**config.mk**
```make
export PLATFORM = sky130hd
export DESIGN_NAME = branch_ctrl
export DESIGN_NICKNAME = d
export VERILOG_FILES = /design/src/rtl/branch_ctrl.sv
export SDC_FILE = /design/constraint.sdc
export NUM_CORES = 1
export LEC_CHECK = 0
export BUFFER_PORTS_ARGS = -buffer_cell sky130_fd_sc_hd__buf_4
export CAP_MARGIN = 30
export CORE_MARGIN = 1
export CORE_UTILIZATION = 59
export CTS_CLUSTER_SIZE = 14
export DETAILED_ROUTE_END_ITERATION = 10
export HOLD_SLACK_MARGIN = 0.02
export PLACE_DENSITY = 0.86
export SLEW_MARGIN = 10
export SYNTH_ARGS = -nofsm -noshare
export SYNTH_HDL_FRONTEND = slang
export SYNTH_SLANG_ARGS = --single-unit
```
**constraint.sdc**
```tcl
create_clock -name clk_i -period 10.9 [get_ports clk_i]
set_clock_uncertainty 0.05 [all_clocks]
set_input_delay 1.09 -clock clk_i [delete_from_list [all_inputs] [get_ports clk_i]]
set_output_delay 1.09 -clock clk_i [all_outputs]
set_load 0.005 [all_outputs]
```
**src/rtl/branch_ctrl.sv**
```systemverilog
// Execute-stage branch resolution for the npc core: latches one branch from ID,
// resolves it on the comparator, redirects the IFU when taken, then returns a result record.

module branch_cmp (
  input  logic [2:0]  fn,
  input  logic [31:0] a,
  input  logic [31:0] b,
  output logic        res
);
  logic signed [31:0] a_s;
  logic signed [31:0] b_s;

  assign a_s = a;
  assign b_s = b;

  always_comb begin
    res = 1'b0;
    case (fn)
      3'b000:  res = (a == b);
      3'b001:  res = (a != b);
      3'b011:  res = (a_s < b_s);
      3'b010:  res = (a_s >= b_s);
      3'b101:  res = (a < b);
      3'b110:  res = (a >= b);
      default: res = 1'b0;
    endcase
  end
endmodule

module branch_ctrl (
  input  logic        clk_i,
  input  logic        rst_i,
  input  logic        flush_i,
  input  logic        in_valid_i,
  output logic        in_ready_o,
  input  logic [31:0] pc_i,
  input  logic [31:0] rs1_i,
  input  logic [31:0] rs2_i,
  input  logic [31:0] imm_i,
  input  logic [2:0]  funct3_i,
  output logic        redir_valid_o,
  input  logic        redir_ready_i,
  output logic [31:0] redir_pc_o,
  output logic        flush_o,
  output logic        out_valid_o,
  input  logic        out_ready_i,
  output logic        taken_o,
  output logic        err_o,
  output logic [31:0] taken_cnt_o
);
  localparam int DATA_W = 32;

  typedef enum logic [1:0] {IDLE, EVAL, REDIR, RESP} state_t;

  state_t state, state_nxt;

  logic [DATA_W-1:0] pc_p0, rs1_p0, rs2_p0, imm_p0;
  logic [2:0]        f3_p0;
  logic [DATA_W-1:0] tgt_p0;
  logic [2:0]        cmp_fn_p0;
  logic              fn_legal_p0;
  logic              cmp_res_p0;
  logic              br_taken_p0;

  logic [DATA_W-1:0] tgt_p1;
  logic              taken_p1;
  logic              err_p1;

  logic [31:0]       taken_cnt;
  logic              accept;
  logic              redir_fire;

  // Returns {legal, fn}; funct3 010/011 have no comparator encoding.
  function automatic logic [3:0] map_fn(input logic [2:0] f3);
    case (f3)
      3'b000:  map_fn = {1'b1, 3'b000};
      3'b001:  map_fn = {1'b1, 3'b001};
      3'b100:  map_fn = {1'b1, 3'b011};
      3'b101:  map_fn = {1'b1, 3'b010};
      3'b110:  map_fn = {1'b1, 3'b101};
      3'b111:  map_fn = {1'b1, 3'b110};
      default: map_fn = {1'b0, 3'b000};
    endcase
  endfunction

  assign {fn_legal_p0, cmp_fn_p0} = map_fn(f3_p0);
  assign tgt_p0      = pc_p0 + imm_p0;
  assign br_taken_p0 = fn_legal_p0 & cmp_res_p0;

  branch_cmp u_cmp (
    .fn  (cmp_fn_p0),
    .a   (rs1_p0),
    .b   (rs2_p0),
    .res (cmp_res_p0)
  );

  assign accept     = in_ready_o & in_valid_i;
  assign redir_fire = (state == REDIR) & redir_ready_i & ~flush_i & ~rst_i;

  always_ff @(posedge clk_i) begin
    if (rst_i) state <= IDLE;
    else       state <= state_nxt;
  end

  always_comb begin
    state_nxt = state;
    if (flush_i) begin
      state_nxt = IDLE;
    end else begin
      case (state)
        IDLE:    if (in_valid_i) state_nxt = EVAL;
        EVAL: begin
          if (br_taken_p0 && (tgt_p0[1:0] == 2'b00)) state_nxt = REDIR;
          else                                       state_nxt = RESP;
        end
        REDIR:   if (redir_ready_i) state_nxt = RESP;
        RESP:    if (out_ready_i) state_nxt = IDLE;
        default: state_nxt = IDLE;
      endcase
    end
  end

  // Operand capture on accept (p0), resolved record at the end of EVAL (p1).
  always_ff @(posedge clk_i) begin
    if (accept) begin
      pc_p0  <= pc_i;
      rs1_p0 <= rs1_i;
      rs2_p0 <= rs2_i;
      imm_p0 <= imm_i;
      f3_p0  <= funct3_i;
    end
    if (state == EVAL) begin
      tgt_p1   <= tgt_p0;
      taken_p1 <= br_taken_p0;
      err_p1   <= ~fn_legal_p0 | (br_taken_p0 & (tgt_p0[1:0] != 2'b00));
    end
  end

  always_ff @(posedge clk_i) begin
    if (rst_i)           taken_cnt <= '0;
    else if (redir_fire) taken_cnt <= taken_cnt + 32'd1;
  end

  assign taken_cnt_o = taken_cnt;

  // Record outputs are masked by state so they read zero outside their phase.
  always_comb begin
    in_ready_o    = 1'b0;
    redir_valid_o = 1'b0;
    redir_pc_o    = '0;
    flush_o       = 1'b0;
    out_valid_o   = 1'b0;
    taken_o       = 1'b0;
    err_o         = 1'b0;
    case (state)
      IDLE:  in_ready_o = ~flush_i & ~rst_i;
      REDIR: begin
        redir_valid_o = 1'b1;
        redir_pc_o    = tgt_p1;
        flush_o       = redir_fire;
      end
      RESP: begin
        out_valid_o = 1'b1;
        taken_o     = taken_p1;
        err_o       = err_p1;
      end
      default: ;
    endcase
  end

  a_flush_in_redir: assert property (@(posedge clk_i) disable iff (rst_i)
    flush_o |-> redir_valid_o);

endmodule

```
# After elaboration in Yosys (flattened, before gate mapping)

Index checks and enable logic that the tools add are counted.

Input port bits: 137
Bits in registers: 199
Output and inout port bits: 70
Word-level logic and storage cells: 67

Add/sub/neg operators: 2
Multiplexer cells: 14
Reductions and logical operators: 8
Equality and inequality tests: 18
$lt $le $gt $ge: 4
Bitwise logic cells: 11

Operators by type and width:

| operator                                                        | count |
|---|---|
| 32-bit >= comparator                                            | 2 |
| 32-bit less-than comparator                                     | 2 |
| 32-bit by 1-bit adder with 32-bit output, second input constant | 1 |
| 32-bit adder                                                    | 1 |
| 32-bit == test                                                  | 1 |
| 32-bit 2-to-1 mux                                               | 1 |
| 32-bit != test                                                  | 1 |
| 4-bit case mux with 6 select lines                              | 1 |
| 3-bit == test, second input constant                            | 6 |
| 2-bit case mux with 4 select lines                              | 1 |
| 1-bit bitwise AND                                               | 7 |
| 1-bit 2-to-1 mux                                                | 7 |
| 3-bit by 1-bit == test with 1-bit output, second input constant | 2 |
| 3-bit by 2-bit == test with 1-bit output, second input constant | 2 |
| 3-bit logical NOT                                               | 2 |
| 2-bit 2-to-1 mux                                                | 3 |
| 2-bit != test, second input constant                            | 3 |
| 1-bit case mux with 6 select lines                              | 1 |
| 2-bit == test, second input constant                            | 2 |
| 2-bit logical NOT                                               | 2 |
| 1-bit NOT                                                       | 3 |
| 3-bit AND reduction                                             | 1 |
| 2-bit by 1-bit == test with 1-bit output, second input constant | 1 |
| 2-bit nonzero test                                              | 1 |
| 3 further kinds                                                 | 3 |

# Depth between registers and ports, before layout

Gate-level depths: netlist of run 1.

Word-level depth: 8
Gate-level depth with buffers: 12
Gate-level depth less buffers: 11

# Hierarchy

Synthesis of run 1 repeated with hierarchy kept, for this count alone.

Cell total of the unflattened synthesis: 774
Area, all modules: 9529.1 µm²

Modules (own cells, without submodules):

| module      | cells each | seq. area each (µm²) | instances | area an instance (µm²) |
|---|---|---|---|---|
| branch_ctrl | 641        | 5635.4               | 1         | 8595.7 |
| branch_cmp  | 133        | 0.0                  | 1         | 933.4 |

# Worst setup path after synthesis of run 1

No wires, ideal clock.

Path kind: input port to flip-flop
Start: in rst_i
End: reg f3_p0[0], enable pin
Path slack: 5908 ps
Data required time: 10344 ps
Data arrival time: 4436 ps
Path buffers: 1
Stages: 3
Setup time: 506 ps
Cells stage by stage: buf_2 -> nor2_4 -> and3_1

Word-level cells in the longest chain between the ends: 4

Ends and longest elaborated chain:

| what                 | line | source |
|---|---|---|
| from (decl)          | 32   | `input logic rst_i,` |
| 1-bit NOT            | 156  | `IDLE: in_ready_o = ~flush_i & ~rst_i;` |
| 1-bit bitwise AND    | 156  |  |
| 1-bit 2-to-1 mux     | 155  | `case (state)` |
| 1-bit bitwise AND    | 97   | `assign accept = in_ready_o & in_valid_i;` |
| named net accept     | 70   | `logic accept;` |
| to (signal assigned) | 130  | `f3_p0 <= funct3_i;` |
| to (decl)            | 58   | `logic [2:0] f3_p0;` |

The timed path passes the listed nets, and every way through them passes these cells.
A chain may end at the register's enable or synchronous reset.

# Final worst setup path of run 1

Start: reg state[0]
End: out flush_o

Word-level cells in the longest chain between the ends: 5

Ends and longest elaborated chain:

| what                            | line    | source |
|---|---|---|
| from (decl)                     | 55      | `state_t state, state_nxt;` |
| from (signal assigned)          | 102     | `else state <= state_nxt;` |
| 2-bit == test (*)               | 98, 155 |  |
| 1-bit bitwise AND (3 in series) | 98      | `assign redir_fire = (state == REDIR) & redir_ready_i & ~flush_i & ~rst_i;` |
| 1-bit 2-to-1 mux (*)            | 155     |  |
| to (decl)                       | 44      | `output logic flush_o,` |

Every way passes the cells marked *; elsewhere a longest branch is shown, timed or not.

==> impl_metrics.py, run 1 <==
metrics = {
    "timing": {
        "fmax_mhz": 313,
        "timing.setup.tns_ns": 0,
        "period_share": 0.293,
        "max-slew-margin-rel": 0.588,
        "rsz0062_at_grt": "no",
        "setup_viol": 0,
        "fin_crit_ns": 3.19,
        "maxSlewViolCount": 0,
        "finalWorstSetupSlack_ns": 7.71,
        "tightest_slew_ns": 0.618,
        "hold_violations": 0,
    },
    "detailed_routing": {
        "first_pass_iters": 6,
        "wl_per_cell_um": 15.0,
        "ant_nets": 0,
        "drt-vias-per-instance": 5.41,
        "drcViolationCount": 0,
        "num_vias": 6459,
        "drt_wl_total_mm": 17.9,
        "drt_iter0_markers": 345,
    },
    "synthesis": {
        "synth_seq_area_share": 0.601,
        "syn_avg_cell_area_um2": 12.4,
        "async_flop_share": 0,
        "synth_edf_count": 165,
        "synth_cell_types": 61,
        "synthCells": 757,
        "syn_nets": 964,
        "syn_area_um2": 9380,
        "synth-seq-cells": 199,
        "ys.flop_type": "edfxtp_1",
        "ys_warn_count": 0,
    },
    "floorplanning": {
        "num_rows": 45,
        "ios": 207,
        "dieArea_um2": 16400,
        "fp.dieH_um": 128,
        "initial_utilization": 0.610,
        "die_width_um": 128,
        "core_area_um2": 15400,
    },
    "cts": {
        "clock_latency_ns": 0.43,
        "root_buffer": "clkbuf_16",
        "cts.sinks": 199,
        "holdBufCountCts": 0,
        "cts_buffers": 17,
        "post-cts-setup-buffers": 0,
        "tritoncts": "done",
        "cts.repair.resized": 0,
        "h-tree-depth": 4,
        "cts.reportedPaths.clkPinSlew_ns": 0.07,
        "cts_max_path_buffers": 2,
    },
    "finish": {
        "multi_input_area_um2": 3450,
        "fin_nets": 1176,
        "final_common_cell": "buf_4",
        "n_fill_cell": 981,
        "layout_common_cells": "buf_4, edfxtp_1, ha_1",
        "design_area_um2": 11700,
        "register_area_um2": 5640,
        "drive_gt1_frac": 0.260,
        "antenna_cells": 0,
        "area_delta_synth_final_pct": 25.3,
    },
    "global_route": {
        "grt_max_degree": 86,
        "grt_pass1_wl_mm": 28.0,
        "grt_pass1_vias": 6022,
        "grt_antenna_before_repair": 0,
        "grt_overflow_total": 0,
        "grt_use_total": 0.224,
    },
    "worst_setup_path": {
        "required_ns": 9.76,
        "worstSetupPathType": "flop to output port",
        "arrival_ns": 2.05,
        "end_kind": "output port",
        "startpoint_type": "flop",
        "crit_fanout": 22,
    },
    "run_status": {
        "status": "finished clean",
    },
    "worst_hold_path": {
        "worstHoldPathType": "flop to flop",
    },
    "pwr": {
        "power.density_nw_per_um2": 137,
        "leakage_uw": 0.00485,
        "p_seq_frac": 0.534,
        "switching_share": 0.215,
        "combPwrFrac": 0.084,
        "net-switching-power_uw": 345,
        "peakVddDrop_mv": 0.114,
        "total_power_uw": 1610,
        "pwr-share-clk": 0.382,
        "internal-power_uw": 1260,
    },
    "run": {
        "maxCapViolCount": 0,
    },
    "placed_design": {
        "io_buffers": 206,
        "placed_area_um2": 11100,
        "place_ws_ns": 7.38,
        "gp_congestion": 0.858,
        "hpwl_mm": 13.3,
    },
}
[stage by stage]
| step | util | hold WS [ns] | std cells |
|---|---|---|---|
| floorplan | - | 0.433 | 757 |
| detailed placement | 0.724 | 0.441 | 1159 |
| CTS | 0.762 | 0.453 | 1191 |
| finish | 0.764 | 0.455 | 1193 |
| global route | 0.764 | 0.473 | 1193 |
| global placement | 0.724 | 0.432 | 1159 |
[synth_stat cells, drive strengths merged, types with 6 or more instances]
master / n / area, um2
a211oi: 7 / 52.6
a21o: 14 / 105
a21oi: 49 / 245
and2: 40 / 251
and3: 9 / 56.3
and4: 6 / 52.6
clkbuf: 12 / 45.0
dfxtp: 34 / 681
edfxtp: 165 / 4950
ha: 69 / 863
inv: 60 / 225
nand2: 41 / 156
nand3: 23 / 120
nand4: 16 / 149
nor2: 48 / 188
nor3: 9 / 50.1
o21ai: 31 / 155
or3: 11 / 68.8
xnor2: 30 / 263
xor2: 17 / 149
[path summary, 6_finish.rpt]
check	slack (ns)	start	cells after the start	to
max reg2reg	7.74	rs1_p0[5]$_DFFE_PP_	9	err_p1$_DFFE_PP_
min reg2reg	0.46	taken_cnt_o[27]$_SDFFE_PP0P_	2	taken_cnt_o[27]$_SDFFE_PP0P_
min	0.46	taken_cnt_o[27]$_SDFFE_PP0P_	2	taken_cnt_o[27]$_SDFFE_PP0P_
max	7.71	state[0]$_SDFFE_PP0P_	5	flush_o
[cell type report]
class,instances,share of cell area
Sequential cell,199,0.480
Multi-Input combinational cell,481,0.293
Clock buffer,20,0.0372
Timing Repair Buffer,210,0.136
Tap cell,211,0.0225
Inverter,60,0.0192
Clock inverter,12,0.0124
[worst max-delay path: stages, from the launching register on]
cell and delay [ns]:
dfxtp_1 0.37, inv_1 0.15, ha_1 0.43, buf_8 0.21, and3_1 0.30, buf_4 0.16
[registers in the layout, summed over array words and instances, names as in the netlist]
register and count:
rs2_p0 32, pc_p0 32, imm_p0 32, taken_cnt_o 32, err_p1 1, tgt_p1 32
rs1_p0 32, taken_p1 1, f3_p0 3, state 2
[routing by layer]
metal,vias up,global-route usage,wire length [um]
met5,-,0,0
met4,0,0.0879,381
met3,31,0.0710,1580
met2,247,0.375,8690
met1,2992,0.270,7260
li1,3189,-,-
[kinds of logic (layout without fill, tap and decap cells)]
kind of cell,count (synthesis),after routing,synth area share
flip-flops,199,199,0.601
multiplexers,4,4,0.00507
buffers and inverters,77,302,0.0320
XOR/XNOR,47,47,0.0439
AND/OR/NAND/NOR,220,220,0.132
adder cells (fa/ha/maj),70,70,0.0942
AO/OA/AOI/OAI,140,140,0.0922
[power by group through the flow]
| stage | registers (uW) | clock network (uW) | logic, uW |
|---|---|---|---|
| 3_3_place_gp | 875 | 0 | 129 |
| 3_5_place_dp | 876 | 0 | 133 |
| 5_1_grt | 860 | 655 | 149 |
| 2_1_floorplan | 876 | 0 | 73.0 |
| 4_1_cts | 859 | 625 | 134 |
| 6_report | 859 | 615 | 135 |
Power figures use the tool's default switching activity.
==> run 2, diff against run 1 <==
--- a/config.mk
+++ b/config.mk
@@ -5,14 +5,15 @@
 export SDC_FILE = /design/constraint.sdc
 export NUM_CORES = 1
 export LEC_CHECK = 0
+export ABC_AREA = 1
 export BUFFER_PORTS_ARGS = -buffer_cell sky130_fd_sc_hd__buf_4
 export CAP_MARGIN = 30
 export CORE_MARGIN = 1
-export CORE_UTILIZATION = 59
+export CORE_UTILIZATION = 50
 export CTS_CLUSTER_SIZE = 14
 export DETAILED_ROUTE_END_ITERATION = 10
 export HOLD_SLACK_MARGIN = 0.02
-export PLACE_DENSITY = 0.86
+export PLACE_DENSITY = 0.77
 export SLEW_MARGIN = 10
 export SYNTH_ARGS = -nofsm -noshare
 export SYNTH_HDL_FRONTEND = slang
==> constraint.sdc (replaced) <==
create_clock -name clk_i -period 2.8 [get_ports clk_i]
set_clock_uncertainty 0.05 [all_clocks]
set_input_delay 0.28 -clock clk_i [delete_from_list [all_inputs] [get_ports clk_i]]
set_output_delay 0.28 -clock clk_i [all_outputs]
set_load 0.005 [all_outputs]
==> impl_metrics.py, run 2 <==
metrics = {
    "run_status": {
        "status": "finished clean",
    },
    "placed_design": {
        "placed_cells_incl_taps": 1326,
        "gp_congestion": 0.907,
        "io_buffers": 206,
        "placed_area_um2": 11400,
        "hpwl_mm": 14.8,
    },
    "detailed_routing": {
        "drt-vias-per-instance": 5.00,
        "drt_iter0_markers": 329,
        "ant_nets": 0,
        "drt_wl_total_mm": 22.3,
        "first_pass_iters": 6,
        "wl_per_cell_um": 15.0,
        "drcViolationCount": 0,
        "num_vias": 7445,
    },
    "cts": {
        "tritoncts": "done",
        "cts_buffers": 17,
        "h-tree-depth": 4,
        "root_buffer": "clkbuf_16",
        "post-cts-setup-buffers": 0,
        "cts_max_path_buffers": 2,
        "cts.sinks": 199,
        "clock_latency_ns": 0.43,
        "cts.reportedPaths.clkPinSlew_ns": 0.07,
    },
    "worst_setup_path": {
        "startpoint_type": "flop",
        "reg2reg_depth": 11,
        "end_kind": "flop",
        "arrival_ns": 2.76,
        "required_ns": 2.92,
        "worstSetupPathType": "flop to flop",
        "crit_fanout": 3,
    },
    "synthesis": {
        "ys.flop_type": "edfxtp_1",
        "yosys.area.top_type": "edfxtp_1",
        "yosysMostFrequentCell": "edfxtp_1",
        "synthCells": 887,
        "synth_common_cells": "edfxtp_1, nand2_1, inv_1",
        "syn_nets": 1094,
        "synth-seq-cells": 199,
        "syn_area_um2": 9570,
        "ys_top_cells_by_area": "edfxtp_1, ha_1, dfxtp_1, nand2_1, inv_1",
        "async_flop_share": 0,
        "synth_cell_types": 45,
        "synth_top_area_frac": 0.518,
        "synth_seq_area_share": 0.589,
        "syn_avg_cell_area_um2": 10.8,
        "synth_edf_count": 165,
        "ys_warn_count": 0,
    },
    "finish": {
        "utilization": 0.712,
        "multi_input_area_um2": 3370,
        "drive_gt1_frac": 0.222,
        "n_fill_cell": 1272,
        "fin_nets": 1449,
        "design_area_um2": 13300,
        "fin_cells": 1489,
        "layout_common_cells": "buf_4, edfxtp_1, nand2_1",
        "final_common_cell": "buf_4",
        "register_area_um2": 5640,
        "antenna_cells": 0,
        "area_delta_synth_final_pct": 39.2,
    },
    "timing": {
        "maxSlewViolCount": 0,
        "fin_crit_ns": 2.64,
        "hold_violations": 0,
        "whs_ns": 0.114,
        "rsz0062_at_grt": "no",
        "tightest_slew_ns": 0.871,
        "max-slew-margin-rel": 0.419,
        "fmax_mhz": 379,
        "period_share": 0.942,
        "setup_viol": 0,
        "timing.setup.tns_ns": 0,
    },
    "floorplanning": {
        "num_rows": 50,
        "core_area_um2": 18700,
        "initial_utilization": 0.511,
        "die_width_um": 140,
        "fp.dieH_um": 140,
        "ios": 207,
        "dieArea_um2": 19700,
    },
    "global_route": {
        "grt_overflow_total": 0,
        "grt_use_total": 0.234,
        "grt_max_degree": 44,
        "grt_pass1_wl_mm": 35.9,
        "grt_antenna_before_repair": 0,
        "grt_pass1_vias": 7622,
    },
    "pwr": {
        "peakVddDrop_mv": 0.422,
        "leakage_uw": 0.00591,
        "power.density_nw_per_um2": 483,
    },
    "run": {
        "maxCapViolCount": 0,
    },
    "worst_hold_path": {
        "worstHoldPathType": "input pin to flop",
        "whs_path_depth": 4,
    },
}
[run 2: changes by cell type after synthesis, moves of 8 or more]
cell      change
nand2_1     +122
inv_1        +76
and2_1       -39
nor2_1       +18
xnor2_1      -17
xor2_1       +16
a21o_1       -11
a21oi_1      +11
or3_1        -10
and3_1        -8
clkbuf_1      -8
[run 2: area by class of cell]
type / instances / share of cell area
Clock buffer: 18 / 0.0322
Clock inverter: 14 / 0.00930
Inverter: 142 / 0.0400
Multi-Input combinational cell: 539 / 0.253
Sequential cell: 199 / 0.423
Tap cell: 234 / 0.0220
Timing Repair Buffer: 343 / 0.220
[run 2: cell families after synthesis]
| logic type | after synthesis | share of synthesized area |
|---|---|---|
| and+or+nand+nor | 306 | 0.148 |
| adders and majority gates | 70 | 0.0923 |
| buffers and inverters | 149 | 0.0602 |
| AOI/OAI and AO/OA | 117 | 0.0683 |
| DFF | 199 | 0.589 |
| xor gates and xnor gates | 46 | 0.0421 |
[run 2: critical path: stages (launching register included)]
cell and delay (ns):
edfxtp_1 0.35, ha_1 0.19, inv_1 0.06, fa_1 0.40, o21ai_1 0.22, a21oi_1 0.15, o21ai_1 0.27, a21boi_1 0.15
o21bai_1 0.21, nand2_1 0.09, o21ai_1 0.16, xor2_1 0.08
[run 2: path summary, 6_finish.rpt]
check	startpoint	end	slack, ns
max	pc_p0[0]$_DFFE_PP_	tgt_p1[24]$_DFFE_PP_	0.16
min	flush_i	state[1]$_SDFFE_PP0P_	0.11
max reg2reg	pc_p0[0]$_DFFE_PP_	tgt_p1[24]$_DFFE_PP_	0.16
min reg2reg	taken_cnt_o[28]$_SDFFE_PP0P_	taken_cnt_o[28]$_SDFFE_PP0P_	0.45
[run 2: what timing repair did]
action	in CTS	in global routing
resized for setup	0	3
endpoints found under the setup margin	0	4
hold buffers	131	0
endpoints found under the hold margin	131	0
[run 2: power breakdown]
part	switching, uW	internal, uW	leakage (uW)	total [uW]
combinational	338	391	0.00386	729
sequential	29.8	3320	0.00178	3350
clock	1110	1230	0.000266	2340
total	1480	4950	0.00591	6420
[run 2: metrics by stage]
stage / power [uW] / setup slack (ns)
2_1_floorplan: 3710 / 0.0700
3_3_place_gp: 3960 / 0.279
3_5_place_dp: 3980 / 0.205
4_1_cts: 6430 / 0.187
5_1_grt: 6650 / 0.0138
6_report: 6420 / 0.164
[run 2: routing by layer]
| layer | share of wire | GRT usage |
|---|---|---|
| met5 | 0 | 0 |
| met4 | 0.034 | 0.105 |
| met3 | 0.045 | 0.0468 |
| met2 | 0.52 | 0.429 |
| met1 | 0.40 | 0.262 |
==> run 3, diff against run 2 <==
--- a/config.mk
+++ b/config.mk
@@ -12,9 +12,9 @@
 export CORE_UTILIZATION = 50
 export CTS_CLUSTER_SIZE = 14
 export DETAILED_ROUTE_END_ITERATION = 10
+export GPL_TIMING_DRIVEN = 0
 export HOLD_SLACK_MARGIN = 0.02
 export PLACE_DENSITY = 0.77
-export SLEW_MARGIN = 10
 export SYNTH_ARGS = -nofsm -noshare
 export SYNTH_HDL_FRONTEND = slang
 export SYNTH_SLANG_ARGS = --single-unit
==> impl_metrics.py, run 3 (synthesized netlist as in run 2, its figures left out) <==
metrics = {
    "placed_design": {
        "io_buffers": 205,
        "placed_cells_incl_taps": 1327,
        "gp_congestion": 0.886,
        "placed_area_um2": 11400,
        "hpwl_mm": 14.4,
    },
    "floorplanning": {
        "core_area_um2": 18700,
        "initial_utilization": 0.511,
        "die_width_um": 140,
        "fp.dieH_um": 140,
        "num_rows": 50,
        "dieArea_um2": 19700,
        "ios": 207,
    },
    "detailed_routing": {
        "first_pass_iters": 5,
        "wl_per_cell_um": 14.7,
        "ant_nets": 0,
        "drt_iter0_markers": 459,
        "num_vias": 7421,
        "drt_wl_total_mm": 21.8,
        "drt-vias-per-instance": 4.98,
        "drcViolationCount": 0,
    },
    "finish": {
        "antenna_cells": 0,
        "n_fill_cell": 1311,
        "register_area_um2": 5640,
        "layout_common_cells": "buf_4, edfxtp_1, nand2_1",
        "area_delta_synth_final_pct": 39.1,
        "fin_nets": 1450,
        "multi_input_area_um2": 3380,
        "design_area_um2": 13300,
        "final_common_cell": "buf_4",
        "utilization": 0.711,
        "drive_gt1_frac": 0.219,
        "fin_cells": 1489,
    },
    "worst_setup_path": {
        "end_kind": "flop",
        "cp-startpoint": "pc_p0[0]$_DFFE_PP_",
        "slowest_delay_ns": 0.42,
        "path_cells": "ha_1 -> inv_1 -> fa_1 -> o21ai_2 -> a21oi_1 -> o21ai_2 -> a21boi_1 -> o21bai_1 -> nand2_1 -> o21ai_1 -> xor2_1",
        "r2r_slack_ns": 0.14,
        "worstSetupPathType": "flop to flop",
        "crit_buf_inv": 1,
        "cp_num_cells": 11,
        "reg2reg_depth": 11,
        "rr_endpoint": "tgt_p1[24]$_DFFE_PP_",
        "r2r-start": "pc_p0[0]$_DFFE_PP_",
        "path_common_cell": "o21ai_2",
        "crit_family": "compound AO/OA/AOI/OAI gates",
        "startpoint_type": "flop",
        "crit_fanout": 3,
        "crit_slowest_cell": "fa_1",
        "required_ns": 2.92,
        "arrival_ns": 2.78,
        "endpoint": "tgt_p1[24]$_DFFE_PP_",
    },
    "timing": {
        "period_share": 0.950,
        "fin_crit_ns": 2.66,
        "rsz0062_at_grt": "yes",
        "maxSlewViolCount": 0,
        "whs_ns": 0.104,
        "hold_violations": 0,
        "max-slew-margin-rel": 0.457,
        "fmax_mhz": 376,
        "tightest_slew_ns": 0.815,
        "setup_viol": 0,
    },
    "cts": {
        "cts_max_path_buffers": 2,
        "cts.sinks": 199,
        "h-tree-depth": 4,
        "cts.reportedPaths.clkPinSlew_ns": 0.07,
        "post-cts-setup-buffers": 0,
        "root_buffer": "clkbuf_16",
        "cts_buffers": 17,
        "clock_latency_ns": 0.43,
        "tritoncts": "done",
    },
    "global_route": {
        "grt_antenna_before_repair": 0,
        "grt_overflow_total": 0,
        "grt_pass1_vias": 7471,
        "grt_use_total": 0.230,
        "grt_max_degree": 75,
        "grt_pass1_wl_mm": 35.0,
    },
    "pwr": {
        "total_power_uw": 6430,
        "power.density_nw_per_um2": 483,
        "peakVddDrop_mv": 0.420,
        "leakage_uw": 0.00591,
    },
    "worst_hold_path": {
        "worstHoldPathType": "input pin to flop",
    },
    "run": {
        "maxCapViolCount": 0,
    },
    "run_status": {
        "status": "finished clean",
    },
}
[run 3: area by class of cell]
cell class              count  share of cell area
flip-flops and latches    199               0.424
multi-input cells         539               0.254
repair buffers            337               0.216
inverters                 142              0.0401
clock buffers              18              0.0323
well taps                 234              0.0220
clock inverters            13             0.00893
plain buffers               7             0.00320
[run 3: worst register-to-register path, stage by stage, from the launching register on]
cell      delay [ns]
edfxtp_1        0.33
ha_1            0.20
inv_1           0.07
fa_1            0.42
o21ai_2         0.21
a21oi_1         0.16
o21ai_2         0.20
a21boi_1        0.14
o21bai_1        0.25
nand2_1         0.12
o21ai_1         0.18
xor2_1          0.08
[run 3: how the worst min path moves through the flow]
stage | slack [ns] | end | startpoint | cells after the start
finish | 0.10 | taken_cnt_o[7]$_SDFFE_PP0P_ | rst_i | 3
global route | 0.1 | taken_cnt_o[7]$_SDFFE_PP0P_ | rst_i | 3
CTS | 0.09 | taken_cnt_o[9]$_SDFFE_PP0P_ | rst_i | 3
detailed placement | 0.41 | rs1_p0[25]$_DFFE_PP_ | rs1_i[25] | 1
global placement | 0.41 | imm_p0[13]$_DFFE_PP_ | imm_i[13] | 1
floorplan | 0.33 | f3_p0[0]$_DFFE_PP_ | funct3_i[0] | 0
[run 3: what timing repair did]
item / CTS / global route
endpoints found under the hold margin: 131 / 0
setup endpoints to repair: 0 / 5
hold buffers: 131 / 0
gates resized for setup: 0 / 3
[run 3: per-stage QoR]
stage          worst slack, ns  setup TNS [ns]
6_report                 0.139               0
5_1_grt                -0.0314         -0.0314
4_1_cts                 0.0344               0
3_5_place_dp            0.0671               0
3_3_place_gp            -0.606          -77.33
2_1_floorplan           0.0700               0
[run 3: power breakdown]
group / switching [uW] / internal (uW)
logic: 337 / 390
registers: 28.0 / 3320
clock network: 1120 / 1240
[run 3: metal layers]
metal  share of wire  vias to the layer above  wire length, um  GRT usage
li1                -                     3695                -          -
met4           0.036                        0              782      0.111
met1            0.40                     3428             8750      0.264
met2            0.52                      246            11300      0.420
met5               0                        -                0          0
met3           0.044                       52              966     0.0342
